**src/rtl/display_scan.sv**
```systemverilog
// display_scan
//   Multiplexes the BCD time (hh:mm:ss) onto a 6-digit common-anode
//   seven-segment display, one digit per SCAN_DIV clocks. A coherent copy
//   of the time is latched once per frame so a rolling value never tears
//   across digits. In set mode the field being adjusted blinks with a
//   half-period of BLINK_FRAMES frames.
//
// Ports
//   clock        system clock
//   reset        synchronous, active-high reset
//   mode         1 = timer mode (separator dots lit), 0 = set mode
//   minute_set   minute field is being adjusted (set mode only)
//   hour_set     hour field is being adjusted (set mode only)
//   second_data  BCD seconds, [7:4] tens, [3:0] ones
//   minute_data  BCD minutes, same layout
//   hour_data    BCD hours, same layout
//   seg          segments, active-low, [0]=a .. [6]=g, [7]=dp
//   digit_sel    digit enables, active-low one-hot
module display_scan #(
  parameter int SCAN_DIV     = 1000,
  parameter int BLINK_FRAMES = 50
) (
  input  logic       clock,
  input  logic       reset,
  input  logic       mode,
  input  logic       minute_set,
  input  logic       hour_set,
  input  logic [7:0] second_data,
  input  logic [7:0] minute_data,
  input  logic [7:0] hour_data,
  output logic [7:0] seg,
  output logic [5:0] digit_sel
);

  localparam int SW = $clog2(SCAN_DIV);
  localparam int FW = (BLINK_FRAMES > 1) ? $clog2(BLINK_FRAMES) : 1;
  localparam logic [SW-1:0] SCAN_LAST  = SW'(SCAN_DIV - 1);
  localparam logic [FW-1:0] FRAME_LAST = FW'(BLINK_FRAMES - 1);

  logic [SW-1:0] scan_cnt;
  logic [2:0]    idx;
  logic [23:0]   snapshot;
  logic [FW-1:0] frame_cnt;
  logic          blink_phase;

  logic          digit_end;
  logic          frame_end;
  logic [3:0]    cur_nibble;
  logic          dp_on;
  logic          blank;
  logic [7:0]    seg_p0;
  logic [5:0]    sel_p0;

  // BCD digit to active-low segment pattern; dp bit left dark.
  // Non-decimal nibbles show a lone dash.
  function automatic logic [7:0] seg_decode(input logic [3:0] d);
    logic [7:0] s;
    case (d)
      4'd0:    s = 8'hC0;
      4'd1:    s = 8'hF9;
      4'd2:    s = 8'hA4;
      4'd3:    s = 8'hB0;
      4'd4:    s = 8'h99;
      4'd5:    s = 8'h92;
      4'd6:    s = 8'h82;
      4'd7:    s = 8'hF8;
      4'd8:    s = 8'h80;
      4'd9:    s = 8'h90;
      default: s = 8'hBF;
    endcase
    return s;
  endfunction

  assign digit_end = (scan_cnt == SCAN_LAST);
  assign frame_end = digit_end && (idx == 3'd5);

  // Scan timing: dwell counter and digit index
  always_ff @(posedge clock) begin
    if (reset) begin
      scan_cnt <= '0;
      idx      <= 3'd0;
    end else if (digit_end) begin
      scan_cnt <= '0;
      idx      <= (idx == 3'd5) ? 3'd0 : idx + 3'd1;
    end else begin
      scan_cnt <= scan_cnt + 1'b1;
    end
  end

  // Time snapshot, refreshed only at the frame boundary
  always_ff @(posedge clock) begin
    if (reset) begin
      snapshot <= 24'h0;
    end else if (frame_end) begin
      snapshot <= {hour_data, minute_data, second_data};
    end
  end

  // Blink timing; held at rest in timer mode so set mode always starts
  // with a full visible half-period.
  always_ff @(posedge clock) begin
    if (reset || mode) begin
      frame_cnt   <= '0;
      blink_phase <= 1'b0;
    end else if (frame_end) begin
      if (frame_cnt == FRAME_LAST) begin
        frame_cnt   <= '0;
        blink_phase <= ~blink_phase;
      end else begin
        frame_cnt <= frame_cnt + 1'b1;
      end
    end
  end

  // Stage p0: select digit, decode, apply separator dots and blanking
  always_comb begin
    cur_nibble = 4'h0;
    case (idx)
      3'd0:    cur_nibble = snapshot[3:0];
      3'd1:    cur_nibble = snapshot[7:4];
      3'd2:    cur_nibble = snapshot[11:8];
      3'd3:    cur_nibble = snapshot[15:12];
      3'd4:    cur_nibble = snapshot[19:16];
      3'd5:    cur_nibble = snapshot[23:20];
      default: cur_nibble = 4'h0;
    endcase

    dp_on = mode && ((idx == 3'd2) || (idx == 3'd4));
    blank = !mode && blink_phase &&
            ((minute_set && ((idx == 3'd2) || (idx == 3'd3))) ||
             (hour_set   && ((idx == 3'd4) || (idx == 3'd5))));

    seg_p0 = seg_decode(cur_nibble);
    if (dp_on) seg_p0[7] = 1'b0;
    if (blank) seg_p0 = 8'hFF;

    sel_p0 = ~(6'b000001 << idx);
  end

  // Stage p1: registered display drive
  always_ff @(posedge clock) begin
    if (reset) begin
      seg       <= 8'hFF;
      digit_sel <= 6'b111111;
    end else begin
      seg       <= seg_p0;
      digit_sel <= sel_p0;
    end
  end

endmodule
```
**config.mk**
```make
export PLATFORM = sky130hd
export DESIGN_NAME = display_scan
export DESIGN_NICKNAME = d
export VERILOG_FILES = /design/src/rtl/display_scan.sv
export SDC_FILE = /design/constraint.sdc
export NUM_CORES = 1
export LEC_CHECK = 0
export ABC_AREA = 1
export BUFFER_PORTS_ARGS = -buffer_cell sky130_fd_sc_hd__clkbuf_2
export CORE_ASPECT_RATIO = 1.5
export CORE_MARGIN = 2
export CORE_UTILIZATION = 35
export DETAILED_ROUTE_END_ITERATION = 16
export PLACE_DENSITY_LB_ADDON = 0.1
export SLEW_MARGIN = 5
export SYNTH_ARGS = -nofsm -noshare
export SYNTH_HDL_FRONTEND = slang
export SYNTH_SLANG_ARGS = --single-unit
```
**constraint.sdc**
```tcl
create_clock -name clock -period 2.46 [get_ports clock]
set_input_delay 0.246 -clock clock [delete_from_list [all_inputs] [get_ports clock]]
set_output_delay 0.246 -clock clock [all_outputs]
set_load 0.02 [all_outputs]
```
# Word level (Yosys, flattened, before mapping)
# Memory sizes are Yosys's and may differ from the RTL's. A register that Yosys moved wholly into a read port is not among the register bits.
# Index checks and enable logic that the tools add are counted.
[op_classes]
addsub = 3
n_eq_ne = 7
shifts = 1
muxes = 4
bitwise = 2
n_reduce_logical = 16
[op_table]
columns = ["op", "count"]
rows = [
  ["4-bit one-hot mux with 6 select lines", 1],
  ["10-bit by 1-bit adder with 10-bit output (second input constant)", 1],
  ["10-bit == test (second input constant)", 1],
  ["6-bit by 1-bit adder with 6-bit output (second input constant)", 1],
  ["3-bit by 2-bit == test with 1-bit output (second input constant)", 2],
  ["3-bit == test (second input constant)", 2],
  ["6-bit == test (second input constant)", 1],
  ["1-bit logical AND", 6],
  ["6-bit 2-to-1 mux", 1],
  ["6-bit NOT", 1],
  ["1-bit by 3-bit left shift with 6-bit output (first input constant)", 1],
  ["1-bit logical OR", 5],
  ["2-bit OR reduction", 2],
  ["3-bit by 1-bit adder with 3-bit output (second input constant)", 1],
  ["3-bit by 1-bit == test with 1-bit output (second input constant)", 1],
  ["3-bit logical NOT", 1],
  ["3-bit 2-to-1 mux", 1],
  ["2-bit AND reduction", 1],
  ["1-bit logical NOT", 1],
  ["1-bit 2-to-1 mux", 1],
  ["1-bit NOT", 1],
]
[totals]
ff_bits = 58
rom_bits = 112
output_inout_bits = 14
word_cells = 41
memories = 1
[mem_list]
columns = ["name", "words", "word_bits", "read_ports", "rd_ports_with_merged_regs", "write_ports", "line_no", "rtl"]
rows = [
  ["(name not given)", 16, 7, 1, 1, 0, "58", "case (d)"],
]

# Longest topological paths before layout
# Gate-level depths: netlist of the first run.
[depth]
word_depth = 6
depth_mapped = 15
mapped_depth_nobuf = 14

# Least setup slack after synthesis of the first run
# No wires, ideal clock.
[synth_timing]
path_kind = "register to register"
start = "reg idx[0]"
end = "reg seg[3]"
setup_time_ns = 0.123
arrival_ns = 1.851
t_required_ns = 2.337
slack_ns = 0.486
stages_incl_launch_ff = 14
n_path_buf = 1
cell_sequence = "dfxtp_1 buf_2 nand2_1 inv_1 ha_1 nand2_1 nand2_1 nor3_2 inv_1 ha_1 inv_1 nand2_1 nand3_1 nand3_1"
[synth_between]
elab_chain_cells = 6
word_cells_on_any_way = 14
[synth_lines]
columns = ["item", "line_no", "rtl"]
rows = [
  ["start, declared", "41", "logic [2:0] idx;"],
  ["start signal, assigned", "84", "idx <= (idx == 3'd5) ? 3'd0 : idx + 3'd1;"],
  ["3-bit by 2-bit == test with 1-bit output or 3-bit == test (tied branches)", "118, 130, 131", ""],
  ["1-bit logical OR (on tied branches)", "130, 131", ""],
  ["1-bit logical AND (on tied branches)", "130, 131", ""],
  ["1-bit logical OR", "130", "((minute_set && ((idx == 3'd2) || (idx == 3'd3))) ||"],
  ["1-bit logical AND", "129", "blank = !mode && blink_phase &&"],
  ["2-bit OR reduction (no line)", "-", ""],
  ["end, declared", "31", "output logic [7:0] seg,"],
]
# Several ways; a longest one is shown, not always the timed one.
# A chain may end at the register's enable or synchronous reset.

# Final worst setup path of the first run
# Same ends and word-level chain as after synthesis.

==> results of run 1 <==
-- per-layer routing --
layer	share of wire, %	global-route usage [%]	wire length [microns]
met1	44	19.1	2640
met5	0	0	0
met3	2.8	3.76	168
met2	51	28.3	3050
met4	2.1	8.29	127
-- power groups by stage --
stage | registers, W | clock network, W | logic [W]
2_1_floorplan | 0.000983 | 0 | 0.0000302
3_3_place_gp | 0.000975 | 0 | 0.0000767
3_5_place_dp | 0.000975 | 0 | 0.0000769
4_1_cts | 0.000954 | 0.000749 | 0.0000772
5_1_grt | 0.000955 | 0.000802 | 0.0000876
6_report | 0.000954 | 0.000724 | 0.0000752
-- critical path: stages, from the launching register on --
cell and delay [ps]:
sky130_fd_sc_hd__dfxtp_1 440, sky130_fd_sc_hd__nand2_1 110, sky130_fd_sc_hd__inv_1 40, sky130_fd_sc_hd__ha_1 230
sky130_fd_sc_hd__nand2_1 90, sky130_fd_sc_hd__nand2_1 60, sky130_fd_sc_hd__nor3_2 330, sky130_fd_sc_hd__inv_1 130
sky130_fd_sc_hd__ha_1 310, sky130_fd_sc_hd__inv_1 60, sky130_fd_sc_hd__nand2_1 60, sky130_fd_sc_hd__nand3_1 70
sky130_fd_sc_hd__nand3_1 60
-- worst max path at each step --
stage | to | cells after the start
6_report | seg[3] | 12
5_1_grt | seg[3] | 12
4_1_cts | seg[3] | 12
3_5_place_dp | seg[3] | 12
3_3_place_gp | seg[3] | 12
2_1_floorplan | seg[3] | 13
-- synthesized netlist by cell type --
cell	n	area (sq um)
sky130_fd_sc_hd__o21ai_0	31	155
sky130_fd_sc_hd__buf_6	2	22.5
sky130_fd_sc_hd__buf_2	5	25.0
sky130_fd_sc_hd__nor3_2	3	30.0
sky130_fd_sc_hd__xor2_1	3	26.3
sky130_fd_sc_hd__ha_1	9	113
sky130_fd_sc_hd__a21oi_1	12	60.1
sky130_fd_sc_hd__inv_1	29	109
sky130_fd_sc_hd__nor2_2	3	18.8
sky130_fd_sc_hd__nor4_1	1	6.26
sky130_fd_sc_hd__nand4_1	6	37.5
sky130_fd_sc_hd__nor3_1	6	30.0
sky130_fd_sc_hd__nand3_1	36	180
sky130_fd_sc_hd__clkbuf_1	4	15.0
sky130_fd_sc_hd__xnor2_1	3	26.3
sky130_fd_sc_hd__nor2_1	73	274
sky130_fd_sc_hd__o211ai_1	1	7.51
sky130_fd_sc_hd__clkinv_1	1	3.75
sky130_fd_sc_hd__inv_2	4	15.0
sky130_fd_sc_hd__dfxtp_1	58	1160
sky130_fd_sc_hd__nand2_2	1	6.26
sky130_fd_sc_hd__nand2_1	71	267
sky130_fd_sc_hd__nand3_2	1	10.0
-- layout make-up --
| cell class | instances | area [sq um] | share of cell area [%] |
|---|---|---|---|
| Multi-Input combinational cell | 260 | 1250 | 40.8 |
| Sequential cell | 58 | 1160 | 38.0 |
| Timing Repair Buffer | 46 | 240 | 7.85 |
| Clock buffer | 10 | 138 | 4.50 |
| Inverter | 34 | 128 | 4.17 |
| Tap cell | 100 | 125 | 4.09 |
| Clock inverter | 4 | 20.0 | 0.654 |
-- registers in the layout, indices dropped and copies added, names as in the netlist --
signal	cells
snapshot	24
scan_cnt	10
seg	8
digit_sel	6
frame_cnt	6
idx	3
blink_phase	1
-- logic make-up after synthesis --
family / share of synthesized area (%)
AOI/OAI and AO/OA: 8.57
xor gates and xnor gates: 2.02
adders and majority gates: 4.33
buffers and inverters: 7.32
DFF: 44.7
and+or+nand+nor: 33.1
-- per-stage QoR --
step	std cells	hold slack, ps	utilization [%]
4_1_cts	512	149	42.3
6_report	512	167	42.3
3_3_place_gp	498	447	40.1
5_1_grt	512	168	42.3
3_5_place_dp	498	457	40.1
2_1_floorplan	363	347	-
==> summary.txt, run 1 <==
Outcome
  – Run status: finished, final reports clean

Placement
  – Hpwl dp: 4580 microns
  – GP Congestion: ~0.9
  – Quantity of I/O buffers inserted on ports: 42
  – Cell area reported after detailed placement: roughly 2900 sq um
  – Placement Setup Slack: 336 ps

Finish
  – Nets@finish: around 450
  – Synthesis-to-finish area growth: 17.7%
  – Diodes inserted: 0
  – Number of inserted filler cells in the final layout: just over 800
  – Most common cell after layout, fill and taps aside: sky130_fd_sc_hd__nor2_1
  – Commonest cells after routing, fill and taps aside: sky130_fd_sc_hd__nor2_1 (73), sky130_fd_sc_hd__nand2_1 (71), sky130_fd_sc_hd__dfxtp_1 (58), sky130_fd_sc_hd__clkbuf_2 (42), sky130_fd_sc_hd__nand3_1 (36)
  – Ratio of cells with drive above 1 in the final layout: between 15 and 20%
  – Post-Layout Inst Area: a little over 3000 sq um

Synth
  – Total number of yosys warnings: 0
  – Combined area of all synthesized cells: ~2600 sq um
  – Synth Net Count: about 400
  – Portion of the post-synthesis area used by sequential elements: 44.7%
  – Post-synthesis cell type count: 23
  – Synthesis-stage register bit count: between 50 and 60
  – Cells after synthesis: approximately 360
  – Average cell area after synthesis: 7.16 sq um

Timing
  – Final clock skew: slightly below 9 ps
  – Relative slew slack: between 60% and 70%
  – Pins Over Slew Limit: 0
  – Worst Slack Setup Final: around 350 ps
  – Maximum operating frequency: between 400 and 500 MHz
  – RSZ-0062 raised after global routing: false
  – Final Cycle Share: between 80% and 90%
  – Number of hold violations in the final report: 0
  – Final setup vio count: 0
  – Setup TNS: 0 ps
  – Final period demand of the worst path: between 2000 and 2500 ps
  – Least-Margin Pin Slew: approximately 500 ps

Pwr
  – Max IR drop VDD: ~0.27 mV
  – NetSw: between 0.0003 and 0.0004 W
  – Proportion of power drawn by flip-flops and latches: 54.4%
  – Cell-internal power: 0.00136 W
  – Switching fraction of total power: ~23%
  – Clock group share of total power: around two fifths
  – Pleak: approximately 1.3 nW
  – Combinational group share of total power: roughly 4.3%
  – Power per cell area: between 500 and 600 nW/um^2
  – Overall power consumption: ~0.0018 W

Clock tree
  – Number of hold-repair buffers added at the cts stage: 0
  – H-tree level count: 3
  – CTS tree: done
  – Cells resized by post-CTS repair: 0
  – CTS Buf Count: 9
  – Clock transition at the registers of the reported paths: roughly 60 ps
  – Source-to-sink clock delay at the later pin of the worst-skew pair: approximately 330 ps
  – Post-CTS setup repair buffer count: 0
  – Root Buffer Master: sky130_fd_sc_hd__clkbuf_8
  – Number of clock sinks: 58
  – Number of buffers on the longest clock path: 2

Route
  – DRC Markers: 0
  – Via count: roughly 2,300
  – Avg Vias per Cell: between 4 and 5
  – Total detailed-routing wirelength: 5980 microns
  – Antenna-violating nets left: 0
  – First-pass DRT Iterations: 5
  – Average wire per standard cell: 11.7 microns
  – DR iter-0 viols: 73

Global route
  – Number of global-route vias before repair: 2,209
  – Initial antenna violation count: 0
  – Global-route usage over all layers: roughly 17%
  – Maximum number of pins on one net before global-route repair: 33
  – Remaining Overflow, GRT: 0
  – Wire length of the first global-routing pass: ~10,000 microns

Die
  – Die height: 110 microns
  – Initial standard-cell utilization of the core: 36.0%
  – Core ar.: between 7000 and 8000 sq um
  – I/O pin total: between 40 and 50
  – Standard-cell rows: 38
  – Die Outline Area: 8140 sq um
  – Die Span X: roughly 74 microns

Setup path
  – Worst Path Class, Setup: flip-flop to flip-flop
  – Capture instance of the worst register-to-register path: seg[3]
  – Launching instance or port of the critical path: idx[0]
  – Critical R2R Launch: idx[0]
  – Required time worst endpoint: between 2000 and 3000 ps
  – Worst Path Max Fanout: 14
  – R2R setup slack: approximately 350 ps
  – Number of cell instances on the worst register-to-register path: 12
  – Arrival time at the worst endpoint: around 2300 ps
  – Critical Path Sink Type: flip-flop
  – Startpoint kind of the worst setup timing path: flip-flop

Flow run
  – Number of maximum-capacitance violations: 0

Hold path
  – Hold path startpoint: minute_data[7]
  – Number of stages on the worst hold path: 3
  – Worst-case hold path end point: snapshot[15]
  – Min-delay worst type: input port to flip-flop
Note: power is estimated with default switching activity, not from simulation.
==> run 2: changes to the inputs <==
GPL_TIMING_DRIVEN = 0   (was default)
PLACE_DENSITY_LB_ADDON = 0.05   (was 0.1)
TNS_END_PERCENT = 10   (was default)
==> run 2 against run 1 <==
  * First-iteration DRC count is 38% higher
  * Sequential share of layout area is 1.6 points lower
  * Clock skew is 0.93 ps higher
  * Maximum frequency is 3.1% lower
  * Worst setup slack worse by 67 ps
  * Clock-buffer cell count stayed put
==> summary.txt, run 2 (synthesis gave the netlist of run 1 again) <==
Die
  – Standard-cell rows: 38 (unchanged)
  – I/O pin total: 43 (unchanged)
  – Die height: 110 microns (unchanged)
  – Die Span X: 74.4 microns (unchanged)
  – Initial standard-cell utilization of the core: 36.0% (unchanged)
  – Die Outline Area: 8140 sq um (unchanged)
  – Core ar.: 7230 sq um (unchanged)

Timing
  – Final period demand of the worst path: 2180 ps (+67.5 ps)
  – Maximum operating frequency: 458 MHz (-3.1%)
  – Final setup vio count: 0 (unchanged)
  – Final clock skew: 9.59 ps (+0.931 ps)
  – Pins Over Slew Limit: 0 (unchanged)
  – Setup TNS: 0 ps (unchanged)
  – RSZ-0062 raised after global routing: false
  – Least-Margin Pin Slew: 482 ps (-14.4 ps)
  – Number of hold violations in the final report: 0 (unchanged)
  – Relative slew slack: 67.6% (+0.97 points)
  – Worst hold slack: 147 ps (-20.1 ps)
  – Final Cycle Share: 88.7% (+2.7 points)

Global route
  – Initial antenna violation count: 0 (unchanged)
  – Global-route usage over all layers: 17.6% (+1.0 points)
  – Number of global-route vias before repair: 2,311 (+4.6%)
  – Remaining Overflow, GRT: 0 (unchanged)
  – Maximum number of pins on one net before global-route repair: 12 (-64%)
  – Wire length of the first global-routing pass: 10,500 microns (+3.5%)

Pwr
  – Pleak: 1.39 nW (+4.0%)
  – Max IR drop VDD: 0.325 mV (+22%)
  – Power per cell area: 673 nW/um^2 (+17%)

Finish
  – Post-Layout Inst Area: 3190 sq um (+4.4%)
  – Nets@finish: 454 (+1.6%)
  – Ratio of cells with drive above 1 in the final layout: 18.5% (+1.1 points)
  – Largest register FFs: 24 (unchanged)
  – Number of inserted filler cells in the final layout: 799 (-0.75%)
  – Commonest cells after routing, fill and taps aside: sky130_fd_sc_hd__nor2_1 (73), sky130_fd_sc_hd__nand2_1 (71), sky130_fd_sc_hd__dfxtp_1 (58), sky130_fd_sc_hd__clkbuf_2 (42), sky130_fd_sc_hd__nand3_1 (36)
  – Diodes inserted: 0 (unchanged)
  – Synthesis-to-finish area growth: 22.9%
  – Top flop regs: snapshot x24, scan_cnt x10, seg x8
  – Most common cell after layout, fill and taps aside: sky130_fd_sc_hd__nor2_1
  – Largest reg by FF count: snapshot

Setup path
  – Critical R2R Launch: idx[0]
  – Max incr delay on CP: 360 ps (-80 ps)
  – Cell with the largest stage delay on the worst path: sky130_fd_sc_hd__dfxtp_1
  – Capture instance of the worst register-to-register path: seg[3]
  – Required time worst endpoint: 2690 ps (+20 ps)
  – R2R setup slack: 280 ps (-70 ps)
  – Startpoint kind of the worst setup timing path: flip-flop
  – Critical path endpoint: seg[3]
  – Cells along the critical path: buf_2 > nand2_1 > inv_1 > ha_2 > nand2_1 > nand2_1 > nor3_4 > inv_1 > ha_1 > inv_1 > nand2_1 > nand3_1 > nand3_1
  – Arrival time at the worst endpoint: 2410 ps (+90 ps)
  – Worst Path Buf+Inv: 4 (+1)
  – Top Family by Delay on Critical Path: simple AND/OR/NAND/NOR gates
  – Number of cell instances on the worst register-to-register path: 13 (+1)
  – Critical Path Sink Type: flip-flop
  – Stages on the worst setup path: 13 (+1)
  – Worst Path Max Fanout: 10 (-4)
  – Launching instance or port of the critical path: idx[0]
  – Cell type with the highest occurrence count on the critical path: sky130_fd_sc_hd__nand2_1
  – Worst Path Class, Setup: flip-flop to flip-flop

Route
  – Average wire per standard cell: 12.3 microns (+5.4%)
  – DRC Markers: 0 (unchanged)
  – Antenna-violating nets left: 0 (unchanged)
  – Total detailed-routing wirelength: 6420 microns (+7.3%)
  – First-pass DRT Iterations: 4 (-1)
  – Avg Vias per Cell: 4.58 (+1.1%)
  – Via count: 2,385 (+2.9%)
  – DR iter-0 viols: 101 (+38%)

Flow run
  – Number of maximum-capacitance violations: 0 (unchanged)

Outcome
  – Run status: finished, final reports clean

Clock tree
  – H-tree level count: 3 (unchanged)
  – Number of buffers on the longest clock path: 2 (unchanged)
  – CTS Buf Count: 9 (unchanged)
  – Clock transition at the registers of the reported paths: 70 ps (about the same)
  – Source-to-sink clock delay at the later pin of the worst-skew pair: 350 ps (+20 ps)
  – Root Buffer Master: sky130_fd_sc_hd__clkbuf_8
  – CTS tree: done
  – Number of clock sinks: 58 (unchanged)

Placement
  – Quantity of I/O buffers inserted on ports: 42 (unchanged)
  – Hpwl dp: 4880 microns (+6.5%)
  – GP Congestion: 0.885 (+1.0%)
  – Cell area reported after detailed placement: 2930 sq um (+1.1%)

Hold path
  – Min-delay worst type: input port to flip-flop
[run 2: cell types whose count changed in the layout (fill, tap and decap cells not counted), moves of 2 or more]
| cell | change |
|---|---|
| sky130_fd_sc_hd__clkbuf_1 | +4 |
| sky130_fd_sc_hd__clkinv_2 | -4 |
| sky130_fd_sc_hd__buf_6 | +2 |
| sky130_fd_sc_hd__buf_2 | +5 |
| sky130_fd_sc_hd__clkinvlp_4 | +2 |
| sky130_fd_sc_hd__bufinv_16 | +3 |
| sky130_fd_sc_hd__buf_4 | -4 |
[run 2: final cells by class]
class | count | area [sq um] | area share (%)
Multi-Input combinational cell | 260 | 1260 | 39.3
Sequential cell | 58 | 1160 | 36.3
Timing Repair Buffer | 42 | 210 | 6.58
Clock buffer | 10 | 138 | 4.31
Inverter | 34 | 128 | 4.00
Tap cell | 100 | 125 | 3.92
Clock inverter | 6 | 114 | 3.56
Buffer | 11 | 62.6 | 1.96
[run 2: worst min-delay path by stage]
stage                               from            to  slack (ps)  cells past startpoint
final                     minute_data[3]  snapshot[11]         150                      3
after global routing      minute_data[7]  snapshot[15]         150                      3
after CTS                 minute_data[3]  snapshot[11]         130                      3
after detailed placement     scan_cnt[0]   scan_cnt[0]         460                      1
after global placement       scan_cnt[0]   scan_cnt[0]         450                      1
after floorplan                     mode        seg[7]         350                      1
[run 2: where the power goes]
group / switching (W) / internal [W] / total (W)
logic: 0.0000450 / 0.0000316 / 0.0000766
registers: 0.00000470 / 0.000949 / 0.000953
clock network: 0.000419 / 0.000702 / 0.00112
total: 0.000468 / 0.00168 / 0.00215
[run 2: tightest hold or removal path, delay by kind of cell]
family,cells,cell delay (ps)
and+or+nand+nor,1,80
buffers and inverters,1,70
AOI/OAI and AO/OA,1,70
[run 2: what timing repair did]
item,CTS,global route
setup buffers,0,0
resized for setup,0,2
hold buffers,0,0
setup endpoints to repair,0,1
[run 2: per-layer routing]
| metal | GRT usage (%) | up-vias | share of wire, % |
|---|---|---|---|
| li1 | - | 1272 | - |
| met1 | 18.5 | 1067 | 42 |
| met2 | 32.1 | 32 | 53 |
| met3 | 4.77 | 14 | 3.1 |
| met4 | 7.78 | 0 | 2.5 |
| met5 | 0 | - | 0 |
[run 2: metrics by stage]
stage,power [W],instances,worst slack [ps],util [%]
finish,0.00215,521,278,44.2
global route,0.00222,521,71.5,44.2
CTS,0.00218,521,88.2,44.1
detailed placement,0.00105,505,98.9,40.6
global placement,0.00105,505,109,40.6
floorplan,0.00101,363,486,-
==> run 3: changes to the inputs <==
ABC_AREA = 0   (was 1)
==> run 3 against run 2 <==
  * Sequential cell count unchanged
  * Combinational power is 1% lower
  * Routed wire length decreased by 11%
  * Critical endpoint is now seg[1]
  * Largest cell class unchanged
==> summary.txt, run 3 <==
Outcome
  – Run status: finished, final reports clean

Finish
  – Synthesis-to-finish area growth: 20.5%
  – Diodes inserted: 0 (unchanged)
  – Post-Layout Cell Count: 430 (-17%)
  – Commonest cells after routing, fill and taps aside: sky130_fd_sc_hd__dfxtp_1 (58), sky130_fd_sc_hd__nor2_1 (53), sky130_fd_sc_hd__clkbuf_2 (42), sky130_fd_sc_hd__mux2i_1 (29), sky130_fd_sc_hd__nand2_1 (14)
  – Largest reg by FF count: snapshot
  – Top flop regs: snapshot x24, scan_cnt x10, seg x8
  – Most common cell after layout, fill and taps aside: sky130_fd_sc_hd__dfxtp_1
  – Number of inserted filler cells in the final layout: 768 (-3.9%)
  – Ratio of cells with drive above 1 in the final layout: 25.5% (+6.9 points)
  – Largest register FFs: 24 (unchanged)
  – Nets@finish: 363 (-20%)
  – Layout Utilization: 43.2% (-0.99 points)

Clock tree
  – Clock transition at the registers of the reported paths: 70 ps (about the same)
  – Number of hold-repair buffers added at the cts stage: 0 (unchanged)
  – Number of clock sinks: 58 (unchanged)
  – CTS tree: done
  – Source-to-sink clock delay at the later pin of the worst-skew pair: 340 ps (about the same)
  – H-tree level count: 3 (unchanged)
  – Number of buffers on the longest clock path: 2 (unchanged)
  – Root Buffer Master: sky130_fd_sc_hd__clkbuf_8
  – CTS Buf Count: 9 (unchanged)

Pwr
  – Combinational group share of total power: 4.3% (+0.7 points)
  – Proportion of power drawn by flip-flops and latches: 53.8% (+9.5 points)
  – Max IR drop VDD: 0.246 mV (-24%)
  – Switching fraction of total power: 22.8% (+0.98 points)
  – Cell-internal power: 0.00137 W (-18%)
  – NetSw: 0.000404 W (-14%)
  – Pleak: 1.26 nW (-9.1%)
  – Clock group share of total power: 42.0% (-10 points)
  – Power per cell area: 568 nW/um^2 (-16%)

Synth
  – Ys flop type: sky130_fd_sc_hd__dfxtp_1
  – Average cell area after synthesis: 9.60 sq um (+34%)
  – Cell with the most instances after synthesis: sky130_fd_sc_hd__dfxtp_1
  – Post-synthesis cell type count: 44 (+91%)
  – Count of flip-flops with a built-in enable after synthesis: 0 (unchanged)
  – Leading cell types by count after synthesis: sky130_fd_sc_hd__dfxtp_1 (58), sky130_fd_sc_hd__nor2_1 (53), sky130_fd_sc_hd__mux2i_1 (29)
  – Synth Net Count: 308 (-23%)
  – Total number of yosys warnings: 0 (unchanged)
  – Leading cell types by total area after synthesis: sky130_fd_sc_hd__dfxtp_1 (45%), sky130_fd_sc_hd__mux2i_1 (11%), sky130_fd_sc_hd__nor2_1 (7.7%), sky130_fd_sc_hd__ha_1 (4.3%), sky130_fd_sc_hd__xor2_1 (3.4%)
  – Async SR Flop Fraction: 0% (unchanged)
  – Cells after synthesis: 270 (-26%)
  – Yosys top cell area share: 44.8% (+0.11 points)
  – Synthesis-stage register bit count: 58 (unchanged)
  – Combined area of all synthesized cells: 2590 sq um (-0.24%)
  – Portion of the post-synthesis area used by sequential elements: 44.8% (+0.11 points)
  – Library cell occupying the most area in the post-synthesis netlist: sky130_fd_sc_hd__dfxtp_1

Flow run
  – Number of maximum-capacitance violations: 0 (unchanged)

Die
  – Initial standard-cell utilization of the core: 35.9% (-0.087 points)
  – Die height: 109 microns (-0.12%)
  – Standard-cell rows: 38 (unchanged)
  – Die Outline Area: 8130 sq um (-0.23%)
  – Die Span X: 74.3 microns (-0.11%)
  – Core ar.: 7230 sq um (unchanged)
  – I/O pin total: 43 (unchanged)

Timing
  – Final clock skew: 8.33 ps (-1.25 ps)
  – Least-Margin Pin Slew: 634 ps (+152 ps)
  – Final setup vio count: 0 (unchanged)
  – Final period demand of the worst path: 2260 ps (+76.7 ps)
  – Worst hold slack: 139 ps (-8.80 ps)
  – Number of hold violations in the final report: 0 (unchanged)
  – Pins Over Slew Limit: 0 (unchanged)
  – Relative slew slack: 57.4% (-10 points)
  – RSZ-0062 raised after global routing: false
  – Final Cycle Share: 91.8% (+3.1 points)
  – Maximum operating frequency: 443 MHz (-3.4%)

Route
  – Met3 wire len: 200 microns (+1.5%)
  – DR iter-0 viols: 34 (-66%)
  – Antenna-violating nets left: 0 (unchanged)
  – Average wire per standard cell: 13.3 microns (+8.2%)
  – DRC Markers: 0 (unchanged)
  – Metal1 wirelength: 2480 microns (-6.9%)
  – Met2 layer wire length in the routed design: 2940 microns (-13%)
  – First-pass DRT Iterations: 4 (unchanged)
  – Avg Vias per Cell: 4.66 (+1.8%)
  – Via count: 2,004 (-16%)
  – Total detailed-routing wirelength: 5730 microns (-11%)
  – Top routing layer used: met4

Setup path
  – Critical Path Sink Type: flip-flop
  – Cells along the critical path: buf_6 > buf_2 > and2_1 > ha_2 > a32o_1 > a21oi_4 > inv_1 > ha_1 > nand2_1 > a21o_1
  – Critical R2R Launch: idx[1]
  – Arrival time at the worst endpoint: 2490 ps (+80 ps)
  – Startpoint kind of the worst setup timing path: flip-flop
  – Worst Path Max Fanout: 10 (unchanged)
  – Top Family by Delay on Critical Path: compound AO/OA/AOI/OAI gates
  – Required time worst endpoint: 2690 ps (about the same)
  – Capture instance of the worst register-to-register path: seg[1]
  – Worst Path Class, Setup: flip-flop to flip-flop
  – R2R setup slack: 200 ps (-80 ps)
  – Number of cell instances on the worst register-to-register path: 10 (-3)
  – Worst Path Buf+Inv: 3 (-1)
  – Cell with the largest stage delay on the worst path: sky130_fd_sc_hd__ha_1
  – Max incr delay on CP: 320 ps (-40 ps)

Global route
  – Remaining Overflow, GRT: 0 (unchanged)
  – Wire length of the first global-routing pass: 9410 microns (-11%)
  – Initial antenna violation count: 0 (unchanged)
  – Global-route usage over all layers: 15.8% (-1.8 points)
  – Maximum number of pins on one net before global-route repair: 11 (-1)
  – Number of global-route vias before repair: 2,022 (-13%)

Hold path
  – Worst-case hold path end point: snapshot[3]
  – Min-delay worst type: input port to flip-flop
  – Number of stages on the worst hold path: 3 (unchanged)
  – Hold path startpoint: second_data[3]

Placement
  – GP Congestion: 0.794 (-10%)
  – Quantity of I/O buffers inserted on ports: 42 (unchanged)
  – Hpwl dp: 4250 microns (-13%)
  – Inst Count DP: 412 (-18%)
[run 3: how the worst max path moves through the flow]
stage / from / to / slack, ps / cells after the start
final: idx[1] / seg[1] / 200 / 10
after global routing: idx[0] / seg[5] / 9 / 10
after CTS: idx[0] / seg[5] / 50 / 10
after detailed placement: idx[0] / seg[1] / -300 / 10
after global placement: idx[0] / seg[1] / -310 / 10
after floorplan: idx[0] / seg[1] / 140 / 10
[run 3: tightest hold or removal path: stages]
cell and delay [ps]:
sky130_fd_sc_hd__clkbuf_2 70, sky130_fd_sc_hd__mux2i_1 60, sky130_fd_sc_hd__nor2_1 70
[run 3: metrics by stage]
| step | setup TNS (ps) | instance area [sq um] | power (W) | worst slack, ps |
|---|---|---|---|---|
| 2_1_floorplan | 0 | 2590 | 0.00101 | 136 |
| 3_3_place_gp | -1430 | 2930 | 0.00105 | -311 |
| 3_5_place_dp | -1360 | 2930 | 0.00105 | -296 |
| 4_1_cts | 0 | 3100 | 0.00181 | 46.1 |
| 5_1_grt | 0 | 3120 | 0.00186 | 8.69 |
| 6_report | 0 | 3120 | 0.00178 | 202 |
[run 3: layout make-up]
cell class	instances	area (sq um)	share of cell area [%]
Clock inverter	3	15.0	0.481
Tap cell	100	125	4.01
Inverter	10	37.5	1.20
Sequential cell	58	1160	37.2
Timing Repair Buffer	44	225	7.21
Buffer	13	76.3	2.44
Clock buffer	13	149	4.77
Multi-Input combinational cell	189	1330	42.7
[run 3: power groups by stage]
stage / clock, W / sequential (W) / combinational [W]
after global placement: 0 / 0.000975 / 0.0000770
after floorplan: 0 / 0.000983 / 0.0000293
final: 0.000745 / 0.000955 / 0.0000755
after global routing: 0.000814 / 0.000955 / 0.0000859
after detailed placement: 0 / 0.000975 / 0.0000776
after CTS: 0.000780 / 0.000954 / 0.0000779
[run 3: cells by family (layout without fill, tap and decap cells)]
group / Yosys count / count (layout) / share of synthesized area, %
buf+inv: 23 / 83 / 4.29
flops: 58 / 58 / 44.8
mux: 34 / 34 / 13.9
compound gates: 28 / 28 / 8.40
simple gates: 102 / 102 / 18.8
fa+ha+maj: 9 / 9 / 4.34
xor+xnor: 16 / 16 / 5.41
[run 3: layer usage]
layer | track usage [%] | vias to the layer above
met5 | 0 | -
met4 | 8.29 | 0
met3 | 3.85 | 10
li1 | - | 1023
met2 | 27.0 | 34
met1 | 17.8 | 937
[run 3: repair_timing]
action                     CTS  global route
gates resized for setup      2             3
buffers inserted             0             2
setup endpoints to repair    7             5
